**config.mk**
```make
export PLATFORM = sky130hd
export DESIGN_NAME = led_pattern_gen
export DESIGN_NICKNAME = d
export VERILOG_FILES = /design/src/rtl/led_pattern_gen.sv
export SDC_FILE = /design/constraint.sdc
export NUM_CORES = 1
export LEC_CHECK = 0
export CORE_ASPECT_RATIO = 1.2
export CORE_MARGIN = 3
export CORE_UTILIZATION = 38
export DETAILED_ROUTE_END_ITERATION = 8
export GPL_TIMING_DRIVEN = 0
export PLACE_DENSITY_LB_ADDON = 0.12
export SLEW_MARGIN = 20
export SYNTH_ARGS = -nofsm -noshare
export SYNTH_HDL_FRONTEND = slang
export SYNTH_SLANG_ARGS = --single-unit
```
**constraint.sdc**
```tcl
create_clock -name clk -period 5.9 [get_ports clk]
set_input_delay 1.475 -clock clk [delete_from_list [all_inputs] [get_ports clk]]
set_output_delay 1.475 -clock clk [all_outputs]
set_load 0.05 [all_outputs]
```
**src/rtl/led_pattern_gen.sv**
```systemverilog
// rtl/led_pattern_gen.sv - LED pattern generator: walking dot, ping-pong dot and fill/empty bar
module led_pattern_gen #(
  parameter int WIDTH = 8,
  parameter int DIV_W = 24
) (
  input  logic             clk,
  input  logic             reset,
  input  logic             en,
  input  logic [1:0]       mode,
  input  logic [DIV_W-1:0] div,
  output logic [WIDTH-1:0] LED,
  output logic             tick,
  output logic             wrap
);

  typedef enum logic {DIR_RIGHT, DIR_LEFT} dir_e;
  typedef enum logic {PH_FILL, PH_EMPTY} phase_e;

  localparam logic [WIDTH-1:0] LEFT_DOT  = {1'b1, {(WIDTH-1){1'b0}}};
  localparam logic [WIDTH-1:0] RIGHT_DOT = {{(WIDTH-1){1'b0}}, 1'b1};

  logic [1:0]       mode_q, mode_d;
  logic [DIV_W-1:0] cnt_q, cnt_d;
  logic [WIDTH-1:0] led_q, led_d;
  dir_e             dir_q, dir_d;
  phase_e           phase_q, phase_d;
  logic             tick_q, tick_d;
  logic             wrap_q, wrap_d;

  logic [WIDTH-1:0] step_led;
  dir_e             step_dir;
  phase_e           step_phase;
  logic             step_wrap;
  logic             one_hot;

  function automatic logic [WIDTH-1:0] start_val(input logic [1:0] m);
    case (m)
      2'b01:   return RIGHT_DOT;
      2'b11:   return '0;
      default: return LEFT_DOT;
    endcase
  endfunction

  // Next pattern value assuming a step is taken this edge.
  always_comb begin
    step_led   = led_q;
    step_dir   = dir_q;
    step_phase = phase_q;
    step_wrap  = 1'b0;
    one_hot    = (led_q != '0) && ((led_q & (led_q - RIGHT_DOT)) == '0);
    case (mode_q)
      2'b00: begin
        if (!one_hot) begin
          step_led = LEFT_DOT;
        end else begin
          step_led  = {led_q[0], led_q[WIDTH-1:1]};
          step_wrap = led_q[0];
        end
      end
      2'b01: begin
        if (!one_hot) begin
          step_led = RIGHT_DOT;
        end else begin
          step_led  = {led_q[WIDTH-2:0], led_q[WIDTH-1]};
          step_wrap = led_q[WIDTH-1];
        end
      end
      2'b10: begin
        if (!one_hot) begin
          step_led = LEFT_DOT;
          step_dir = DIR_RIGHT;
        end else if (dir_q == DIR_RIGHT) begin
          step_led = led_q >> 1;
          if (led_q[1]) step_dir = DIR_LEFT;
        end else begin
          step_led = led_q << 1;
          if (led_q[WIDTH-2]) begin
            step_dir  = DIR_RIGHT;
            step_wrap = 1'b1;
          end
        end
      end
      default: begin
        if (phase_q == PH_FILL) begin
          step_led = {1'b1, led_q[WIDTH-1:1]};
          if (&led_q[WIDTH-1:1]) step_phase = PH_EMPTY;
        end else begin
          step_led = {1'b0, led_q[WIDTH-1:1]};
          if (led_q[WIDTH-1:1] == '0) begin
            step_phase = PH_FILL;
            step_wrap  = 1'b1;
          end
        end
      end
    endcase
  end

  // A mode change restarts the pattern regardless of en; cnt >= div also covers div lowered mid-count.
  always_comb begin
    mode_d  = mode_q;
    cnt_d   = cnt_q;
    led_d   = led_q;
    dir_d   = dir_q;
    phase_d = phase_q;
    tick_d  = 1'b0;
    wrap_d  = 1'b0;
    if (mode != mode_q) begin
      mode_d  = mode;
      led_d   = start_val(mode);
      cnt_d   = '0;
      dir_d   = DIR_RIGHT;
      phase_d = PH_FILL;
    end else if (en) begin
      if (cnt_q >= div) begin
        cnt_d   = '0;
        led_d   = step_led;
        dir_d   = step_dir;
        phase_d = step_phase;
        tick_d  = 1'b1;
        wrap_d  = step_wrap;
      end else begin
        cnt_d = cnt_q + DIV_W'(1);
      end
    end
  end

  always_ff @(posedge clk) begin
    if (!reset) begin
      mode_q  <= mode;
      cnt_q   <= '0;
      led_q   <= start_val(mode);
      dir_q   <= DIR_RIGHT;
      phase_q <= PH_FILL;
      tick_q  <= 1'b0;
      wrap_q  <= 1'b0;
    end else begin
      mode_q  <= mode_d;
      cnt_q   <= cnt_d;
      led_q   <= led_d;
      dir_q   <= dir_d;
      phase_q <= phase_d;
      tick_q  <= tick_d;
      wrap_q  <= wrap_d;
    end
  end

  assign LED  = led_q;
  assign tick = tick_q;
  assign wrap = wrap_q;

endmodule

```
==> results of run 1 <==
==> routing by layer <==
layer	global-route usage, %	vias up	part of all wire [%]
met5	0	-	0
met4	4.476	0	1.2
met3	3.340	5	4.1
met2	24.83	38	50
met1	20.77	1051	45
li1	-	1172	-
==> state kept, by name (all words and copies together) (netlist names) <==
name	flops
mode_q	2
LED	8
wrap	1
dir_q	1
cnt_q	24
tick	1
phase_q	1
==> layout make-up <==
| cell class | count | area, µm² | area share, % |
|---|---|---|---|
| Tap cell | 85 | 106.4 | 3.310 |
| Timing Repair Buffer | 38 | 380.4 | 11.84 |
| Inverter | 31 | 116.4 | 3.622 |
| Sequential cell | 38 | 860.8 | 26.79 |
| Clock buffer | 6 | 72.57 | 2.259 |
| Clock inverter | 2 | 8.758 | 0.2726 |
| Buffer | 8 | 52.55 | 1.636 |
| Multi-Input combinational cell | 233 | 1615 | 50.27 |
==> worst paths after layout <==
kind / slack (ps) / endpoint / depth (start not counted) / start
worst min register to register: 500 / phase_q / 2 / phase_q
worst min-delay path: 500 / phase_q / 2 / phase_q
worst max register to register: 2900 / LED[5] / 7 / cnt_q[22]
worst max-delay path: 1530 / LED[5] / 9 / div[23]
==> layout by cell type (no fill, tap or decap), types with 3 or more instances in the layout <==
master	n
a21oi_1	20
a22o_1	6
and3_1	11
clkbuf_1	4
clkbuf_8	5
clkdlybuf4s50_1	38
dfxtp_1	28
edfxtp_1	10
ha_1	29
inv_1	30
nand2_1	28
nand2b_1	4
nand3_1	14
nand4_1	9
nor2_1	35
nor3_1	4
o211ai_1	3
o21a_1	4
o21ai_0	8
xnor2_1	8
xor2_1	15
==> metrics by stage <==
stage	setup WS [ps]	hold slack, ps	utilization [%]
6_report	1528	500.7	48.64
3_5_place_dp	1138	490.5	47.41
3_3_place_gp	1181	491.0	47.41
4_1_cts	1454	506.1	48.64
2_1_floorplan	2300	466.7	-
5_1_grt	1171	542.7	48.64
==> power breakdown <==
part / internal [mW] / total [mW] / switching [mW]
sequential: 0.276 / 0.288 / 0.0117
clock: 0.0813 / 0.174 / 0.0926
combinational: 0.0682 / 0.158 / 0.0893
total: 0.426 / 0.619 / 0.194
==> kinds of logic (layout without fill, tap and decap cells) <==
kind of cell,count (synthesis),after routing
AOI/OAI and AO/OA,59,59
xor gates and xnor gates,24,24
adders and majority gates,29,29
buffers and inverters,39,85
DFF,38,38
and+or+nand+nor,121,121
==> critical path, delay by kind of cell <==
kind,cells,cell delay [ps]
AND/OR/NAND/NOR,4,1000
buffers and inverters,3,1210
adder cells (fa/ha/maj),1,310
AO/OA/AOI/OAI,1,290
==> summary.md, run 1 <==
| Metric | Value |
|---|---|
| Sequential cell area fraction in the yosys report | `about a third` |
| Synth async-reset ratio | `0%` |
| Layout cell share with drive strength beyond 1 | `under 10%` |
| Endpoints failing setup | `0` |
| Fin crit share | `74.10%` |
| DP Area | `0.003132 mm²` |
| Clock-pin slew on the worst setup and hold paths | `roughly 80 ps` |
| Shortest clock period the worst path allows after layout | `about 4400 ps` |
| Lkg Pwr | `roughly 1.3 nW` |
| CORE AREA | `roughly 0.0066 mm²` |
| CP max-delay cell | `buf_1` |
| Synth Area in Compound Gates | `between 10% and 20%` |
| Via/cell ratio | `around 5.1` |
| Synth Warn # | `0` |
| Final hold vios | `0` |
| Clock sinks | `38` |
| # hold bufs at CTS | `0` |
| IR Drop Worst-Case VDD | `between 90 and 100 µV` |
| Skew-Pair Late Insertion Delay | `around 290 ps` |
| Synth area leader | `dfxtp_1` |
| # H-tree levels | `2` |
| Root Driver | `clkbuf_8` |
| PortBufs | `38` |
| Ranking of synthesized cells by area | `dfxtp_1 (21%), ha_1 (14%), edfxtp_1 (11%), nor2_1 (5.0%), xor2_1 (5.0%)` |
| Count leader, synth | `nor2_1` |
| Setup Total Neg Slack | `0 ps` |
| Power density over the cells | `192.7 mW/mm²` |
| Post-CTS sizing | `0` |
| First-pass GRT wire length | `a little under 10 mm` |
| Via count | `roughly 2300` |
| Grt total ovfl | `0` |
| Slowest cell delay on critical path | `just over 700 ps` |
| Mux contribution to synthesized area | `0%` |
| Clk_skew | `approximately 10 ps` |
| Synth-to-layout area growth | `21.48%` |
| WS Path Type | `input port to register` |
| Remaining antenna violation count after routing | `0` |
| Max_slew headroom | `around 40%` |
| Die footprint | `between 0.008 and 0.009 mm²` |
| Crit-path cells | `clkdlybuf4s50_1 -> inv_1 -> ha_1 -> nand4_1 -> nor4_1 -> nand2_1 -> nand3_1 -> a221o_1 -> buf_1` |
| WP data arrival | `around 4300 ps` |
| Worst Tran Pin Value | `902.5 ps` |
| Ant diodes | `0` |
| Post-synth net total | `around 370` |
| CTS tree | `built` |
| Starting Density | `between 40% and 50%` |
| Drt total wl | `5.645 mm` |
| Crit Path Max Fanout | `17` |
| Final net count | `roughly 410` |
| GP Congestion | `around 0.84` |
| Post-synth top area share | `21.19%` |
| Num CTS Buffers | `5` |
| Chip height | `between 90 and 100 µm` |
| Top FF cell, synth | `dfxtp_1` |
| Detailed-route wire length per cell | `12.80 µm` |
| Crit. End Element | `register` |
| Register bit total from synthesis | `38` |
| TritonRoute pass-1 iters | `4` |
| Bufs on Longest Clock Path | `2` |
| GRT Resource Usage Total | `~16%` |
| Hold WC Path Type | `register to register` |
| IO Count | `39` |
| Syn avg cell area | `8.532 µm²` |
| Crit start category | `input port` |
| Design area | `roughly 0.0032 mm²` |
| Design Power | `just over 0.6 mW` |
| Fill count | `between 600 and 700` |
| Post-route DRC | `0` |
| Slew Limit Fails | `0` |
| Number of global-route vias before repair | `roughly 2200` |
| Dpl cells | `between 400 and 500` |
| Post CTS Setup Buffer Count | `0` |
| Mapped Cells | `310` |
| Xor/xnor share of the synthesized area | `8.231%` |
| Post-Synth Adder-Cell Area | `a little over an eighth` |
| DPL Wire Length | `between 4 and 5 mm` |
| Mapped Area | `0.002645 mm²` |
| Row count | `32` |
| Largest net degree at the start of global routing | `18` |
| Post-synth EDFFs | `10` |
| Count of different cell masters after synthesis | `52` |
| Largest family of logic cells by synthesized area | `simple AND/OR/NAND/NOR gates` |
| Non-Filler Instances | `441` |
| Max Clk Rate | `roughly 230 MHz` |
| Synth top cells by count | `nor2_1 (35), inv_1 (30), ha_1 (29)` |
| Antenna violations before repair | `0` |
| MaxCap Viol Count | `0` |
| First-iteration detailed-routing DRC count | `~140` |
| Status | `completed` |
| DIE WIDTH | `about 80 µm` |
| Post-Synth Simple-Gate Area | `23.18%` |
| Worst EP required | `approximately 5800 ps` |
| RSZ-0062 raised after global routing | `no` |
(Power assumes the default switching activity.)
==> inputs of run 2 (changes only) <==
clock period = 3.5 ns   (was 5.9 ns; I/O delays follow)
==> run 2 against run 1 <==
Compared with the run above:
- sequential share of layout area fell by 0.17 points
- clock power increased by 69%
- count of clock-buffer cells in the layout did not move
- largest cell class unchanged
- die area did not move
- critical path depth unchanged
- worst hold slack better by 3.7 ps
- critical path type unchanged
- critical endpoint is now LED[4]
==> summary.md, run 2 (synthesis gave the netlist of run 1 again) <==
| Metric | Value |
|---|---|
| Commonest non-fill, non-tap cell in the layout | `clkdlybuf4s50_1 (unchanged)` |
| # H-tree levels | `2 (unchanged)` |
| Net Sw Power | `0.3289 mW (was 0.1936 mW)` |
| Multi-input logic area | `0.001630 mm² (was 0.001615 mm²)` |
| MaxCap Viol Count | `0 (unchanged)` |
| DIE WIDTH | `82.16 µm (unchanged)` |
| Final Util | `48.94% (was 48.64%)` |
| WS Path Type | `input port to register (unchanged)` |
| WP data arrival | `3200 ps (was 4300 ps)` |
| Clock-pin slew on the worst setup and hold paths | `80 ps (about the same)` |
| Fill count | `671 (was 669)` |
| Num CTS Buffers | `5 (unchanged)` |
| Post-route DRC | `0 (unchanged)` |
| Max reg flops | `24 (unchanged)` |
| CTS tree | `built (unchanged)` |
| Worst Tran Pin Value | `497.2 ps (was 902.5 ps)` |
| RSZ-0062 raised after global routing | `no (unchanged)` |
| GRT Resource Usage Total | `15.67% (was 15.54%)` |
| Design area | `0.003233 mm² (was 0.003213 mm²)` |
| Switching Fraction | `31.40% (was 31.26%)` |
| Busiest grt layer | `met2 (unchanged)` |
| Clock sinks | `38 (unchanged)` |
| Skew-Pair Late Insertion Delay | `290 ps (about the same)` |
| Endpoints failing setup | `0 (unchanged)` |
| Seq pwr share | `46.3% (was 46.5%)` |
| IO Count | `39 (unchanged)` |
| Largest net degree at the start of global routing | `18 (unchanged)` |
| Crit. End Element | `register (unchanged)` |
| Number of global-route vias before repair | `2176 (was 2156)` |
| Final hold vios | `0 (unchanged)` |
| Slew Limit Fails | `0 (unchanged)` |
| R2R Setup Slk | `1030 ps (was 2900 ps)` |
| DP Area | `0.003132 mm² (unchanged)` |
| Synth-to-layout area growth | `22.23% (was 21.48%)` |
| IR Drop Worst-Case VDD | `166.4 µV (was 98.64 µV)` |
| Shortest clock period the worst path allows after layout | `3212 ps` |
| Grt total ovfl | `0 (unchanged)` |
| CORE AREA | `0.006606 mm² (unchanged)` |
| Lkg Pwr | `1.341 nW (was 1.327 nW)` |
| Register Area | `860.8 µm² (unchanged)` |
| GR Layer Usage met3 | `3.340% (unchanged)` |
| GP Congestion | `0.8434 (unchanged)` |
| Setup Total Neg Slack | `0 ps (unchanged)` |
| Chip height | `97.40 µm (unchanged)` |
| Most frequent cells in the layout | `clkdlybuf4s50_1 (38), nor2_1 (35), inv_1 (30) (unchanged)` |
| Internal power | `0.7184 mW (was 0.4257 mW)` |
| Design Power | `1.047 mW (was 0.6193 mW)` |
| Crit start category | `input port (unchanged)` |
| Detailed-route wire length per cell | `12.93 µm (was 12.80 µm)` |
| Remaining antenna violation count after routing | `0 (unchanged)` |
| DPL Wire Length | `4.300 mm (unchanged)` |
| Part of the power in the clock network | `28.1% (about the same)` |
| Combinational cell fraction of total power | `25.6% (was 25.4%)` |
| PortBufs | `38 (unchanged)` |
| Max_slew headroom | `66.75% (was 39.83%)` |
| TritonRoute pass-1 iters | `4 (unchanged)` |
| Drt total wl | `5.701 mm (was 5.645 mm)` |
| Max Clk Rate | `~310 MHz` |
| Via count | `2281 (was 2266)` |
| Antenna violations before repair | `0 (unchanged)` |
| Status | `completed (unchanged)` |
| First-pass GRT wire length | `10.01 mm (was 9.915 mm)` |
| Ant diodes | `0 (unchanged)` |
| Power density over the cells | `323.9 mW/mm² (was 192.7 mW/mm²)` |
| Worst EP required | `3490 ps (was 5820 ps)` |
| Slowest cell delay on critical path | `450 ps (was 710 ps)` |
| Layout cell share with drive strength beyond 1 | `7.865% (was 7.022%)` |
| Fin crit share | `91.77%` |
| Most flop-heavy register | `cnt_q (unchanged)` |
| First-iteration detailed-routing DRC count | `110 (was 135)` |
| Root Driver | `clkbuf_8 (unchanged)` |
| Row count | `32 (unchanged)` |
| Starting Density | `40.04% (unchanged)` |
| Via/cell ratio | `5.172 (was 5.138)` |
| Hold WC Path Type | `register to register (unchanged)` |
| Crit Path Max Fanout | `17 (unchanged)` |
| CP max-delay cell | `clkdlybuf4s50_1 (was buf_1)` |
| Final net count | `413 (unchanged)` |
| Clk_skew | `8.206 ps (was 10.12 ps)` |
| Met2 Usage GRT | `25.08% (was 24.83%)` |
| Met1 GRT Util | `20.95% (was 20.77%)` |
| Bufs on Longest Clock Path | `2 (unchanged)` |
| Die footprint | `0.008002 mm² (unchanged)` |
| Post CTS Setup Buffer Count | `0 (unchanged)` |
| Crit-path cells | `clkdlybuf4s50_1 -> inv_1 -> ha_1 -> nand4_1 -> nor4_4 -> nand2_1 -> nand3_1 -> a221o_1 -> clkbuf_4 (was clkdlybuf4s50_1 -> inv_1 -> ha_1 -> nand4_1 -> nor4_1 -> nand2_1 -> nand3_1 -> a221o_1 -> buf_1)` |
==> run 2: path summary, 6_finish.rpt <==
path | start | to | cells past startpoint
worst max-delay path | div[23] | LED[4] | 9
worst min-delay path | phase_q | phase_q | 2
worst max register to register | cnt_q[0] | LED[4] | 8
worst min register to register | phase_q | phase_q | 2
==> run 2: worst max-delay path, delay by kind of cell <==
family	cells	cell delay, ps
compound gates	1	300
fa+ha+maj	1	310
simple gates	4	890
buf+inv	3	820
==> run 2: cell type report <==
type,count,area share [%]
buffer,8,1.780
sequential,38,26.63
clock buffer,6,2.245
clock inverter,2,0.2709
timing repair buffer,38,11.76
inverter,31,3.599
multi-input combinational,233,50.43
tap,85,3.289
==> run 2: stage by stage <==
| step | worst slack (ps) | hold slack (ps) | instances |
|---|---|---|---|
| after global routing | 37.65 | 542.7 | 441 |
| after CTS | 3.281 | 506.1 | 441 |
| final | 288.2 | 504.3 | 441 |
| after detailed placement | -662.3 | 490.5 | 433 |
| after global placement | -619.0 | 491.0 | 433 |
| after floorplan | 499.7 | 466.7 | 310 |
==> run 2: power groups by stage <==
stage | Combinational (mW) | Sequential, mW | Clock [mW]
2_1_floorplan | 0.149 | 0.525 | 0
3_3_place_gp | 0.266 | 0.495 | 0
3_5_place_dp | 0.267 | 0.495 | 0
4_1_cts | 0.269 | 0.485 | 0.303
5_1_grt | 0.294 | 0.488 | 0.320
6_report | 0.268 | 0.485 | 0.294
==> run 2: timing repair <==
item                       CTS  global route
gates resized for setup      3             6
gates cloned                 0             0
hold buffers                 0             0
setup endpoints to repair   17            27
==> run 2: metal layers <==
metal / part of all wire [%] / routed length (µm)
met5: 0 / 0
met4: 1.3 / 73
met1: 45 / 2554
met2: 51 / 2891
met3: 3.2 / 181
==> inputs of run 3 (changes only) <==
CORE_MARGIN = default   (was 3)
clock period = 3.3 ns   (was 3.5 ns; I/O delays follow)
==> run 3 against run 2 <==
Compared with the run above:
- sequential share of layout area about the same
- cell area about the same
- power up 6.4%
- critical path depth unchanged
- register-to-register slack worse by 200 ps
- critical path type unchanged
- highest routed layer unchanged
==> summary.md, run 3 (synthesis gave the netlist of run 1 again) <==
| Metric | Value |
|---|---|
| Layout cell share with drive strength beyond 1 | `8.146% (was 7.865%)` |
| DPL Wire Length | `4.234 mm (was 4.300 mm)` |
| WP data arrival | `3070 ps (was 3200 ps)` |
| Drt total wl | `5.649 mm (was 5.701 mm)` |
| # hold bufs at CTS | `0 (unchanged)` |
| CTS tree | `built (unchanged)` |
| Depth of the worst hold-timing path | `2 (unchanged)` |
| Post CTS Setup Buffer Count | `0 (unchanged)` |
| Clk_skew | `10.09 ps (was 8.206 ps)` |
| Multi-input logic area | `0.001630 mm² (unchanged)` |
| Lkg Pwr | `1.344 nW (was 1.341 nW)` |
| IR Drop Worst-Case VDD | `195.7 µV (was 166.4 µV)` |
| Power density over the cells | `344.5 mW/mm² (was 323.9 mW/mm²)` |
| MaxCap Viol Count | `0 (unchanged)` |
| DIE WIDTH | `78.16 µm (was 82.16 µm)` |
| Endpoints failing setup | `0 (unchanged)` |
| GP Congestion | `0.7895 (was 0.8434)` |
| Final net count | `413 (unchanged)` |
| Row count | `32 (unchanged)` |
| Final Util | `49.26% (was 48.94%)` |
| Num CTS Buffers | `5 (unchanged)` |
| Skew-Pair Late Insertion Delay | `290 ps (about the same)` |
| Design Power | `1.114 mW (was 1.047 mW)` |
| Ant diodes | `0 (unchanged)` |
| Post-route DRC | `0 (unchanged)` |
| Shortest clock period the worst path allows after layout | `a little over 3000 ps` |
| IO Count | `39 (unchanged)` |
| Max reg flops | `24 (unchanged)` |
| Chip height | `93.40 µm (was 97.40 µm)` |
| Crit. End Element | `register (unchanged)` |
| Slew Limit Fails | `0 (unchanged)` |
| Status | `completed (unchanged)` |
| Number of global-route vias before repair | `2261 (was 2176)` |
| Via count | `2264 (was 2281)` |
| TritonRoute pass-1 iters | `4 (unchanged)` |
| DP Area | `0.003132 mm² (unchanged)` |
| Design area | `0.003234 mm² (was 0.003233 mm²)` |
| Clock sinks | `38 (unchanged)` |
| Starting Density | `40.28% (was 40.04%)` |
| Most frequent cells in the layout | `clkdlybuf4s50_1 (38), nor2_1 (35), inv_1 (30) (unchanged)` |
| Via/cell ratio | `5.134 (was 5.172)` |
| Remaining antenna violation count after routing | `0 (unchanged)` |
| Max_slew headroom | `66.97% (was 66.75%)` |
| Detailed-route wire length per cell | `12.81 µm (was 12.93 µm)` |
| Final hold vios | `0 (unchanged)` |
| Max Clk Rate | `approximately 330 MHz` |
| Largest net degree at the start of global routing | `18 (unchanged)` |
| WS Path Type | `input port to register (unchanged)` |
| Hold WC Path Type | `register to register (unchanged)` |
| First-iteration detailed-routing DRC count | `84 (was 110)` |
| Root Driver | `clkbuf_8 (unchanged)` |
| Synth-to-layout area growth | `22.28% (was 22.23%)` |
| Antenna violations before repair | `0 (unchanged)` |
| # H-tree levels | `2 (unchanged)` |
| Most flop-heavy register | `cnt_q (unchanged)` |
| Commonest non-fill, non-tap cell in the layout | `clkdlybuf4s50_1 (unchanged)` |
| First-pass GRT wire length | `10.01 mm (unchanged)` |
| GRT Resource Usage Total | `16.98% (was 15.67%)` |
| Crit Path Max Fanout | `17 (unchanged)` |
| CORE AREA | `0.006566 mm² (was 0.006606 mm²)` |
| Fill count | `675 (was 671)` |
| RSZ-0062 raised after global routing | `no (unchanged)` |
| PortBufs | `38 (unchanged)` |
| Worst Tran Pin Value | `493.7 ps (was 497.2 ps)` |
| FF-to-FF path depth | `6 (was 8)` |
| Grt total ovfl | `0 (unchanged)` |
| Crit start category | `input port (unchanged)` |
| Die footprint | `0.007300 mm² (was 0.008002 mm²)` |
| Register Area | `860.8 µm² (unchanged)` |
| Fin crit share | `93.24%` |
| Bufs on Longest Clock Path | `2 (unchanged)` |
| Clock-pin slew on the worst setup and hold paths | `80 ps (about the same)` |
| Worst EP required | `3290 ps (was 3490 ps)` |
[run 3: cell count changes in the layout (fill, tap and decap cells not counted)]
cell | previous run | this run
clkinv_2 | 1 | 2
buf_4 | 2 | 3
clkinv_1 | 2 | 1
clkbuf_4 | 1 | 0
[run 3: where the power goes]
part | switching (mW) | leakage (nW) | internal [mW] | total (mW)
clock | 0.169 | 0.0450 | 0.147 | 0.315
sequential | 0.0207 | 0.338 | 0.493 | 0.514
combinational | 0.162 | 0.961 | 0.123 | 0.285
total | 0.351 | 1.34 | 0.763 | 1.11
[run 3: timing repair]
item | 4_1_cts | 5_1_grt
gates resized for setup | 5 | 5
endpoints found under the hold margin | 0 | 0
setup endpoints to repair | 17 | 27
[run 3: layer usage]
layer	track usage, %	up-vias	routed length [µm]
met5	0	-	0
met4	6.481	0	97
met3	2.439	8	146
met2	29.09	31	2713
met1	21.41	1047	2691
li1	-	1178	-
[run 3: final timing paths]
| check | startpoint | to | slack, ps |
|---|---|---|---|
| max | div[23] | LED[6] | 220 |
| min | cnt_q[1] | cnt_q[1] | 520 |
| max reg2reg | LED[3] | LED[6] | 830 |
| min reg2reg | cnt_q[1] | cnt_q[1] | 520 |
[run 3: worst max-delay path, stage by stage]
cell             delay, ps
clkdlybuf4s50_1        450
inv_1                   50
ha_1                   310
nand4_1                210
nor4_4                 370
nand2_1                 80
nand3_1                220
a221o_1                280
buf_4                  270
[run 3: through the flow]
| stage | TNS, ps | setup WS, ps | hold slack (ps) | instances |
|---|---|---|---|---|
| 2_1_floorplan | 0 | 349.7 | 466.7 | 310 |
| 3_3_place_gp | -14340 | -752.3 | 488.5 | 433 |
| 3_5_place_dp | -14340 | -741.2 | 500.9 | 433 |
| 4_1_cts | 0 | 56.29 | 514.5 | 441 |
| 5_1_grt | 0 | 28.55 | 569.1 | 441 |
| 6_report | 0 | 223.2 | 516.2 | 441 |
[run 3: layout make-up]
cell class	instances	area share, %
Clock buffer	6	2.244
Multi-Input combinational cell	233	50.41
Inverter	31	3.598
Tap cell	85	3.288
Buffer	8	1.779
Sequential cell	38	26.62
Clock inverter	2	0.3095
Timing Repair Buffer	38	11.76
